`config.mk`:
```
export PLATFORM = sky130hd
export DESIGN_NAME = fm_spy_ctrl_flat
export DESIGN_NICKNAME = d
export VERILOG_FILES = /design/src/rtl/fm_spy_ctrl_if.sv /design/src/rtl/fm_spy_ctrl.sv /design/src/flat_wrapper.sv
export SDC_FILE = /design/constraint.sdc
export NUM_CORES = 1
export LEC_CHECK = 0
export CAP_MARGIN = 20
export CORE_AREA = 2 2 123 125
export CTS_BUF_LIST = sky130_fd_sc_hd__clkbuf_8
export CTS_CLUSTER_SIZE = 14
export DETAILED_ROUTE_END_ITERATION = 16
export DIE_AREA = 0 0 125 127
export GPL_TIMING_DRIVEN = 0
export HOLD_SLACK_MARGIN = 0.12
export PLACE_DENSITY = 0.77
export SLEW_MARGIN = 20
export SYNTH_ARGS = -nofsm -noshare
export SYNTH_HDL_FRONTEND = slang
export SYNTH_SLANG_ARGS = --single-unit
```
`constraint.sdc`:
```
create_clock -name spy_clock -period 2.6 [get_ports spy_clock]
set_clock_uncertainty 0.1 [all_clocks]
set_input_delay 0.52 -clock spy_clock [delete_from_list [all_inputs] [get_ports spy_clock]]
set_output_delay 0.52 -clock spy_clock [all_outputs]
set_load 0.005 [all_outputs]
```
`src/rtl/fm_spy_ctrl_if.sv`:
```
`default_nettype none
// ============================================================================
// Module      : fm_spy_ctrl_if
// Description : Bundle of the command, spy-port and dump-stream signals
//               between the spy-buffer command sequencer and its
//               surroundings (host front-end, spy-buffer array, dump sink).
// Revision    : 1.0 - initial release
// ============================================================================
interface fm_spy_ctrl_if #(
  parameter int SB_N   = 29,
  parameter int ADDR_W = 10,
  parameter int DATA_W = 32
) ();
  localparam int SB_W = $clog2(SB_N);

  // Host command channel
  logic              cmd_valid;
  logic              cmd_ready;
  logic [1:0]        cmd_op;
  logic [SB_W-1:0]   cmd_sb;
  logic [ADDR_W-1:0] cmd_addr;
  logic [ADDR_W-1:0] cmd_len;

  // Spy-buffer array controls
  logic [SB_N-1:0]   freeze;
  logic [SB_N-1:0]   sb_reset;
  logic [SB_N-1:0]   sb_enable;
  logic [SB_N-1:0]   sb_wr_enable;
  logic [ADDR_W-1:0] sb_addr;
  logic [DATA_W-1:0] sb_wr_data;
  logic [DATA_W-1:0] sb_rd_data;

  // Dump stream
  logic              dump_valid;
  logic              dump_ready;
  logic [DATA_W-1:0] dump_data;
  logic              dump_last;

  // Status
  logic              busy;
  logic              err;

  // Sequencer side
  modport master (
    input  cmd_valid, cmd_op, cmd_sb, cmd_addr, cmd_len,
    input  sb_rd_data, dump_ready,
    output cmd_ready,
    output freeze, sb_reset, sb_enable, sb_wr_enable, sb_addr, sb_wr_data,
    output dump_valid, dump_data, dump_last,
    output busy, err
  );

  // Host / spy-array / sink side
  modport slave (
    output cmd_valid, cmd_op, cmd_sb, cmd_addr, cmd_len,
    output sb_rd_data, dump_ready,
    input  cmd_ready,
    input  freeze, sb_reset, sb_enable, sb_wr_enable, sb_addr, sb_wr_data,
    input  dump_valid, dump_data, dump_last,
    input  busy, err
  );
endinterface
`default_nettype wire

```
`src/rtl/fm_spy_ctrl.sv`:
```
`default_nettype none
// ============================================================================
// Module      : fm_spy_ctrl
// Description : Command sequencer for the fast-monitor spy buffers. Accepts
//               one FREEZE / RELEASE / INIT / DUMP command at a time for a
//               single buffer, drives that buffer's freeze, reset and spy
//               port, and streams dumped words over a valid/ready handshake.
// Revision    : 1.0 - initial release
// ============================================================================
module fm_spy_ctrl #(
  parameter int                 SB_N         = 29,
  parameter int                 ADDR_W       = 10,
  parameter int                 DATA_W       = 32,
  parameter logic [DATA_W-1:0]  INIT_PATTERN = 32'h0fa5fa50,
  parameter int                 RST_PULSE    = 4
) (
  input  wire logic         spy_clock,
  input  wire logic         axi_reset_n,
  fm_spy_ctrl_if.master     bus
);

  localparam int SB_W = $clog2(SB_N);
  localparam int RC_W = (RST_PULSE > 1) ? $clog2(RST_PULSE) : 1;

  // Command opcodes
  localparam logic [1:0] OP_FREEZE  = 2'd0;
  localparam logic [1:0] OP_RELEASE = 2'd1;
  localparam logic [1:0] OP_INIT    = 2'd2;
  localparam logic [1:0] OP_DUMP    = 2'd3;

  // Sequencer states
  localparam logic [2:0] S_IDLE      = 3'd0;
  localparam logic [2:0] S_RST       = 3'd1;
  localparam logic [2:0] S_INIT      = 3'd2;
  localparam logic [2:0] S_DUMP_RD   = 3'd3;
  localparam logic [2:0] S_DUMP_WAIT = 3'd4;
  localparam logic [2:0] S_DUMP_OUT  = 3'd5;

  localparam logic [ADDR_W-1:0] ADDR_LAST = {ADDR_W{1'b1}};
  localparam logic [ADDR_W:0]   FULL_LEN  = {1'b1, {ADDR_W{1'b0}}};
  localparam logic [SB_N-1:0]   ONE_HOT0  = {{(SB_N-1){1'b0}}, 1'b1};

  logic [2:0]        state;
  logic [SB_N-1:0]   freeze_reg;
  logic [SB_W-1:0]   sel_sb;      // buffer latched at command acceptance
  logic [ADDR_W-1:0] addr_cnt;    // drives sb_addr directly, so it holds when idle
  logic [ADDR_W:0]   words_left;  // one extra bit so a full-depth dump fits
  logic [RC_W-1:0]   rst_cnt;
  logic [DATA_W-1:0] wr_data;
  logic [DATA_W-1:0] dump_word;
  logic              err_pulse;

  logic              accept;
  logic              sb_in_range;
  logic              reject;
  logic [SB_N-1:0]   sel_onehot;
  logic              in_rst;
  logic              in_init;

  assign accept      = bus.cmd_valid && (state == S_IDLE);
  assign sb_in_range = (32'(bus.cmd_sb) < SB_N);
  // A dump from a buffer that is still capturing would read moving data.
  assign reject      = !sb_in_range ||
                       ((bus.cmd_op == OP_DUMP) && !freeze_reg[bus.cmd_sb]);

  assign sel_onehot  = ONE_HOT0 << sel_sb;
  assign in_rst      = (state == S_RST);
  assign in_init     = (state == S_INIT);

  // Freeze register: only FREEZE / RELEASE touch it; INIT overrides the output only.
  always_ff @(posedge spy_clock or negedge axi_reset_n) begin
    if (!axi_reset_n) begin
      freeze_reg <= '0;
    end else if (accept && !reject) begin
      if (bus.cmd_op == OP_FREEZE) begin
        freeze_reg[bus.cmd_sb] <= 1'b1;
      end else if (bus.cmd_op == OP_RELEASE) begin
        freeze_reg[bus.cmd_sb] <= 1'b0;
      end
    end
  end

  // Rejected commands raise a single-cycle error strobe.
  always_ff @(posedge spy_clock or negedge axi_reset_n) begin
    if (!axi_reset_n) begin
      err_pulse <= 1'b0;
    end else begin
      err_pulse <= accept && reject;
    end
  end

  // Main sequencer: state, address/word counters and data registers.
  always_ff @(posedge spy_clock or negedge axi_reset_n) begin
    if (!axi_reset_n) begin
      state      <= S_IDLE;
      sel_sb     <= '0;
      addr_cnt   <= '0;
      words_left <= '0;
      rst_cnt    <= '0;
      wr_data    <= '0;
      dump_word  <= '0;
    end else begin
      case (state)
        S_IDLE: begin
          if (accept && !reject) begin
            if (bus.cmd_op == OP_INIT) begin
              sel_sb   <= bus.cmd_sb;
              addr_cnt <= '0;
              wr_data  <= INIT_PATTERN;
              rst_cnt  <= RC_W'(RST_PULSE - 1);
              state    <= S_RST;
            end else if (bus.cmd_op == OP_DUMP) begin
              sel_sb     <= bus.cmd_sb;
              addr_cnt   <= bus.cmd_addr;
              words_left <= (bus.cmd_len == '0) ? FULL_LEN : {1'b0, bus.cmd_len};
              state      <= S_DUMP_RD;
            end
          end
        end

        S_RST: begin
          if (rst_cnt == '0) begin
            state <= S_INIT;
          end else begin
            rst_cnt <= rst_cnt - 1'b1;
          end
        end

        // Address stays on the last location when done, so sb_addr holds it.
        S_INIT: begin
          if (addr_cnt == ADDR_LAST) begin
            state <= S_IDLE;
          end else begin
            addr_cnt <= addr_cnt + 1'b1;
          end
        end

        S_DUMP_RD: begin
          state <= S_DUMP_WAIT;
        end

        // Read data arrives one cycle after the enable.
        S_DUMP_WAIT: begin
          dump_word <= bus.sb_rd_data;
          state     <= S_DUMP_OUT;
        end

        S_DUMP_OUT: begin
          if (bus.dump_ready) begin
            if (words_left == ADDR_W'(1)) begin
              state <= S_IDLE;
            end else begin
              addr_cnt   <= addr_cnt + 1'b1;  // wraps modulo memory depth
              words_left <= words_left - 1'b1;
              state      <= S_DUMP_RD;
            end
          end
        end

        default: begin
          state <= S_IDLE;
        end
      endcase
    end
  end

  // Outputs decode straight from state so an asynchronous reset clears them at once.
  assign bus.cmd_ready    = (state == S_IDLE);
  assign bus.busy         = (state != S_IDLE);
  assign bus.err          = err_pulse;
  assign bus.freeze       = freeze_reg | ((in_rst || in_init) ? sel_onehot : '0);
  assign bus.sb_reset     = in_rst ? sel_onehot : '0;
  assign bus.sb_enable    = (in_init || (state == S_DUMP_RD)) ? sel_onehot : '0;
  assign bus.sb_wr_enable = in_init ? sel_onehot : '0;
  assign bus.sb_addr      = addr_cnt;
  assign bus.sb_wr_data   = wr_data;
  assign bus.dump_valid   = (state == S_DUMP_OUT);
  assign bus.dump_data    = dump_word;
  assign bus.dump_last    = (state == S_DUMP_OUT) && (words_left == ADDR_W'(1));

endmodule
`default_nettype wire

```
`src/flat_wrapper.sv`:
```
// flat-port wrapper written by rule: the top's interface ports become plain ports
module fm_spy_ctrl_flat 
#(
  parameter int                 SB_N         = 29,
  parameter int                 ADDR_W       = 10,
  parameter int                 DATA_W       = 32,
  parameter logic [DATA_W-1:0]  INIT_PATTERN = 32'h0fa5fa50,
  parameter int                 RST_PULSE    = 4
)
  (spy_clock, axi_reset_n, bus_cmd_valid, bus_cmd_op, bus_cmd_sb, bus_cmd_addr, bus_cmd_len, bus_sb_rd_data, bus_dump_ready, bus_cmd_ready, bus_freeze, bus_sb_reset, bus_sb_enable, bus_sb_wr_enable, bus_sb_addr, bus_sb_wr_data, bus_dump_valid, bus_dump_data, bus_dump_last, bus_busy, bus_err);
  fm_spy_ctrl_if #(.SB_N(SB_N), .ADDR_W(ADDR_W), .DATA_W(DATA_W)) bus_i ();
  input  wire logic spy_clock;
  input  wire logic axi_reset_n;
  input wire logic [$bits(bus_i.cmd_valid)-1:0] bus_cmd_valid;
  input wire logic [$bits(bus_i.cmd_op)-1:0] bus_cmd_op;
  input wire logic [$bits(bus_i.cmd_sb)-1:0] bus_cmd_sb;
  input wire logic [$bits(bus_i.cmd_addr)-1:0] bus_cmd_addr;
  input wire logic [$bits(bus_i.cmd_len)-1:0] bus_cmd_len;
  input wire logic [$bits(bus_i.sb_rd_data)-1:0] bus_sb_rd_data;
  input wire logic [$bits(bus_i.dump_ready)-1:0] bus_dump_ready;
  output wire logic [$bits(bus_i.cmd_ready)-1:0] bus_cmd_ready;
  output wire logic [$bits(bus_i.freeze)-1:0] bus_freeze;
  output wire logic [$bits(bus_i.sb_reset)-1:0] bus_sb_reset;
  output wire logic [$bits(bus_i.sb_enable)-1:0] bus_sb_enable;
  output wire logic [$bits(bus_i.sb_wr_enable)-1:0] bus_sb_wr_enable;
  output wire logic [$bits(bus_i.sb_addr)-1:0] bus_sb_addr;
  output wire logic [$bits(bus_i.sb_wr_data)-1:0] bus_sb_wr_data;
  output wire logic [$bits(bus_i.dump_valid)-1:0] bus_dump_valid;
  output wire logic [$bits(bus_i.dump_data)-1:0] bus_dump_data;
  output wire logic [$bits(bus_i.dump_last)-1:0] bus_dump_last;
  output wire logic [$bits(bus_i.busy)-1:0] bus_busy;
  output wire logic [$bits(bus_i.err)-1:0] bus_err;
  assign bus_i.cmd_valid = bus_cmd_valid;
  assign bus_i.cmd_op = bus_cmd_op;
  assign bus_i.cmd_sb = bus_cmd_sb;
  assign bus_i.cmd_addr = bus_cmd_addr;
  assign bus_i.cmd_len = bus_cmd_len;
  assign bus_i.sb_rd_data = bus_sb_rd_data;
  assign bus_i.dump_ready = bus_dump_ready;
  assign bus_cmd_ready = bus_i.cmd_ready;
  assign bus_freeze = bus_i.freeze;
  assign bus_sb_reset = bus_i.sb_reset;
  assign bus_sb_enable = bus_i.sb_enable;
  assign bus_sb_wr_enable = bus_i.sb_wr_enable;
  assign bus_sb_addr = bus_i.sb_addr;
  assign bus_sb_wr_data = bus_i.sb_wr_data;
  assign bus_dump_valid = bus_i.dump_valid;
  assign bus_dump_data = bus_i.dump_data;
  assign bus_dump_last = bus_i.dump_last;
  assign bus_busy = bus_i.busy;
  assign bus_err = bus_i.err;
  fm_spy_ctrl #(.SB_N(SB_N), .ADDR_W(ADDR_W), .DATA_W(DATA_W), .INIT_PATTERN(INIT_PATTERN), .RST_PULSE(RST_PULSE)) u_core (.spy_clock(spy_clock), .axi_reset_n(axi_reset_n), .bus(bus_i));
endmodule
```
==> qor.yml <==
status:
  outcome: "finished with violations"
  violations: "setup timing"
global_route:
  grt_usage: 0.254
  grt-ovfl-total: 0
  grt_pass1_vias: 6074
  grt_pass1_wl_mm: 32.5
  grt_antenna_before_repair: 1
  grt_max_degree: 50
critical_path:
  crit_fanout: 4
  endpoint_kind: "output port"
  critPathKind: "flip-flop to output port"
  setup.worst_path.start_class: "flip-flop"
  reg2reg_depth: 8
  rrSetupSlack_ns: 0.11
  r2r-start: "u_core.state[1]$_DFFE_PN0P_"
  worstPathRequired_ns: 1.98
  crit_arrival_ns: 2.07
die:
  io_pins: 258
  core_um2: 14400
  die_area_um2: 15900
  start_util: 0.403
  chipWidth_um: 125
  die_h_um: 127
  row_count: 44
finish:
  area_growth_pct: 68.6
  final_cell_mix: "clkdlybuf4s50_1 (115), buf_4 (95), dfrtp_1 (92), nor2_1 (86), dlygate4sd2_1 (47)"
  nets: 1084
  finalCoreUtilization: 0.680
  antenna_cells: 0
  final_common_cell: "clkdlybuf4s50_1"
  drive_above_1_share: 0.353
  instances_no_fill: 1206
hold_path:
  hold_start: "u_core.bus.dump_data[5]$_DFFE_PN0P_"
  min_to: "u_core.bus.dump_data[5]$_DFFE_PN0P_"
  hold_path.class: "flip-flop to flip-flop"
  holdPathStages: 1
route:
  wire_per_inst_um: 18.2
  drt_drc_violations_left: 0
  routed_wirelength_mm: 21.9
  num_vias: 6536
  drt_iter0_drc: 424
  postRouteAntennaNets: 0
  viasPerCell: 5.42
  drt_pass1_iterations: 6
synthesis:
  ys_seq_area_frac: 0.404
  syn_avg_cell_area_um2: 8.70
  synth-seq-cells: 94
  ys_warn_count: 0
  synth_edf_count: 0
  ys.flop_type: "dfrtp_1"
  synthDistinctLibCells: 59
  synthCells: 669
  synthesis.area_um2: 5820
  async_reset_ff_frac: 1.00
placed_design:
  place_congestion: 0.906
  place_inst: 1108
  place_ws_ns: -0.810
  dp_hpwl_mm: 14.9
  portBuffers: 239
timing:
  fmax_mhz: 372
  slew_viol_final: 0
  whs_ns: 0.408
  post-route-period-util: 1.03
  tightest_slew_ns: 0.535
  period_needed_ns: 2.69
  tns_ns: -0.587
  layout_setup_ws_ns: -0.0883
  finalHoldViolCount: 0
  maxSlewHeadroom: 0.643
  setup_viol: 14
  rsz0062_at_grt: "true"
clocking:
  cts_sinks: 94
  clk-insertion-delay-late_ns: 0.38
  ctsRootBufferMaster: "clkbuf_8"
  cts.path.max_buffers: 2
  cts_tree: "yes"
  clkTransAtPathRegs_ns: 0.10
  numCtsBuffers: 9
  htree_levels: 3
pwr:
  ir_worst_vdd_v: 0.000538
  leakage_nw: 4.81
  p_per_area_nw_per_um2: 933
run:
  max_cap_violations: 0
[power by group]
| part | switching (mW) | total, mW | internal, mW |
|---|---|---|---|
| Sequential | 0.497 | 2.51 | 2.02 |
| Clock | 0.515 | 0.935 | 0.420 |
| Combinational | 2.57 | 5.71 | 3.14 |
[metal layers]
layer  track usage  wire (µm)
met5             0         13
met4        0.0797        535
met3        0.0628       1910
met2         0.447      11100
met1         0.309       8320
[logic make-up (layout without fill, tap and decap cells)]
| family | count (synthesis) | in the layout | synth area share |
|---|---|---|---|
| AO/OA/AOI/OAI | 121 | 121 | 0.130 |
| adder cells (fa/ha/maj) | 4 | 4 | 0.00860 |
| buffers and inverters | 83 | 421 | 0.0791 |
| flip-flops | 94 | 94 | 0.404 |
| multiplexers | 68 | 68 | 0.133 |
| other | 1 | 16 | 0.000645 |
| AND/OR/NAND/NOR | 298 | 298 | 0.244 |
[worst max-delay path, cell delays in order (launching register included)]
cell,delay [ns]
dfrtp_1,0.41
buf_6,0.14
or3_1,0.49
inv_2,0.10
clkdlybuf4s50_1,0.55
[worst max-delay path by stage]
stage / end / startpoint / cells past startpoint
CTS: bus_freeze[7] / u_core.state[2]$_DFFE_PN0P_ / 8
floorplan: u_core.bus.sb_addr[6]$_DFFE_PN0P_ / bus_cmd_sb[1] / 10
global route: bus_freeze[11] / u_core.state[2]$_DFFE_PN0P_ / 11
detailed placement: bus_freeze[15] / u_core.state[2]$_DFFE_PN0P_ / 8
global placement: u_core.bus.dump_data[21]$_DFFE_PN0P_ / axi_reset_n / 1
finish: bus_cmd_ready / u_core.state[1]$_DFFE_PN0P_ / 4
[metrics by stage]
step	power (mW)	instance area (µm²)
after CTS	8.64	9530
after detailed placement	6.69	8530
final	9.16	9810
after global placement	6.60	8500
after global routing	9.70	9810
after floorplan	4.63	5870
[cell type report]
type,instances,area (µm²)
Clock inverter,4,20.0
Buffer,68,564
Sequential cell,94,2350
Inverter,13,53.8
Tap cell,184,230
Timing Repair Buffer,324,2890
Multi-Input combinational cell,507,3530
Clock buffer,12,165
Fill cell,1125,4610
[timing repair]
item | CTS | global route
endpoints found under the setup margin | 175 | 107
cloned | 1 | 1
hold buffers | 1 | 0
resized for setup | 308 | 148
endpoints found under the hold margin | 45 | 0
pin swaps | 24 | 21
buffers inserted | 55 | 27
[synthesized netlist by cell type (all sizes together), types with 2 or more instances]
library cell | instances | area share
nor3 | 16 | 0.014
nor2b | 4 | 0.0043
or2 | 4 | 0.0043
a31oi | 9 | 0.0097
mux2i | 16 | 0.028
nand2b | 5 | 0.0054
nor4 | 5 | 0.0054
or3b | 4 | 0.0069
inv | 12 | 0.0077
a31o | 2 | 0.0030
nand3 | 25 | 0.024
dfrtp | 94 | 0.40
nor3b | 6 | 0.0077
and2 | 5 | 0.0054
o21a | 2 | 0.0026
o31ai | 11 | 0.014
clkbuf | 25 | 0.016
o21ai | 39 | 0.034
buf | 45 | 0.055
mux2 | 51 | 0.10
o22ai | 6 | 0.0065
nand4 | 6 | 0.0065
or3 | 19 | 0.020
a211oi | 2 | 0.0034
nor2 | 128 | 0.084
a21o | 10 | 0.013
ha | 4 | 0.0086
and3 | 8 | 0.0086
a311oi | 2 | 0.0041
nand3b | 6 | 0.0077
a22oi | 2 | 0.0026
a21oi | 27 | 0.023
nand2 | 54 | 0.035
a22o | 3 | 0.0045
No activity file was read; power rests on OpenSTA's default activity.
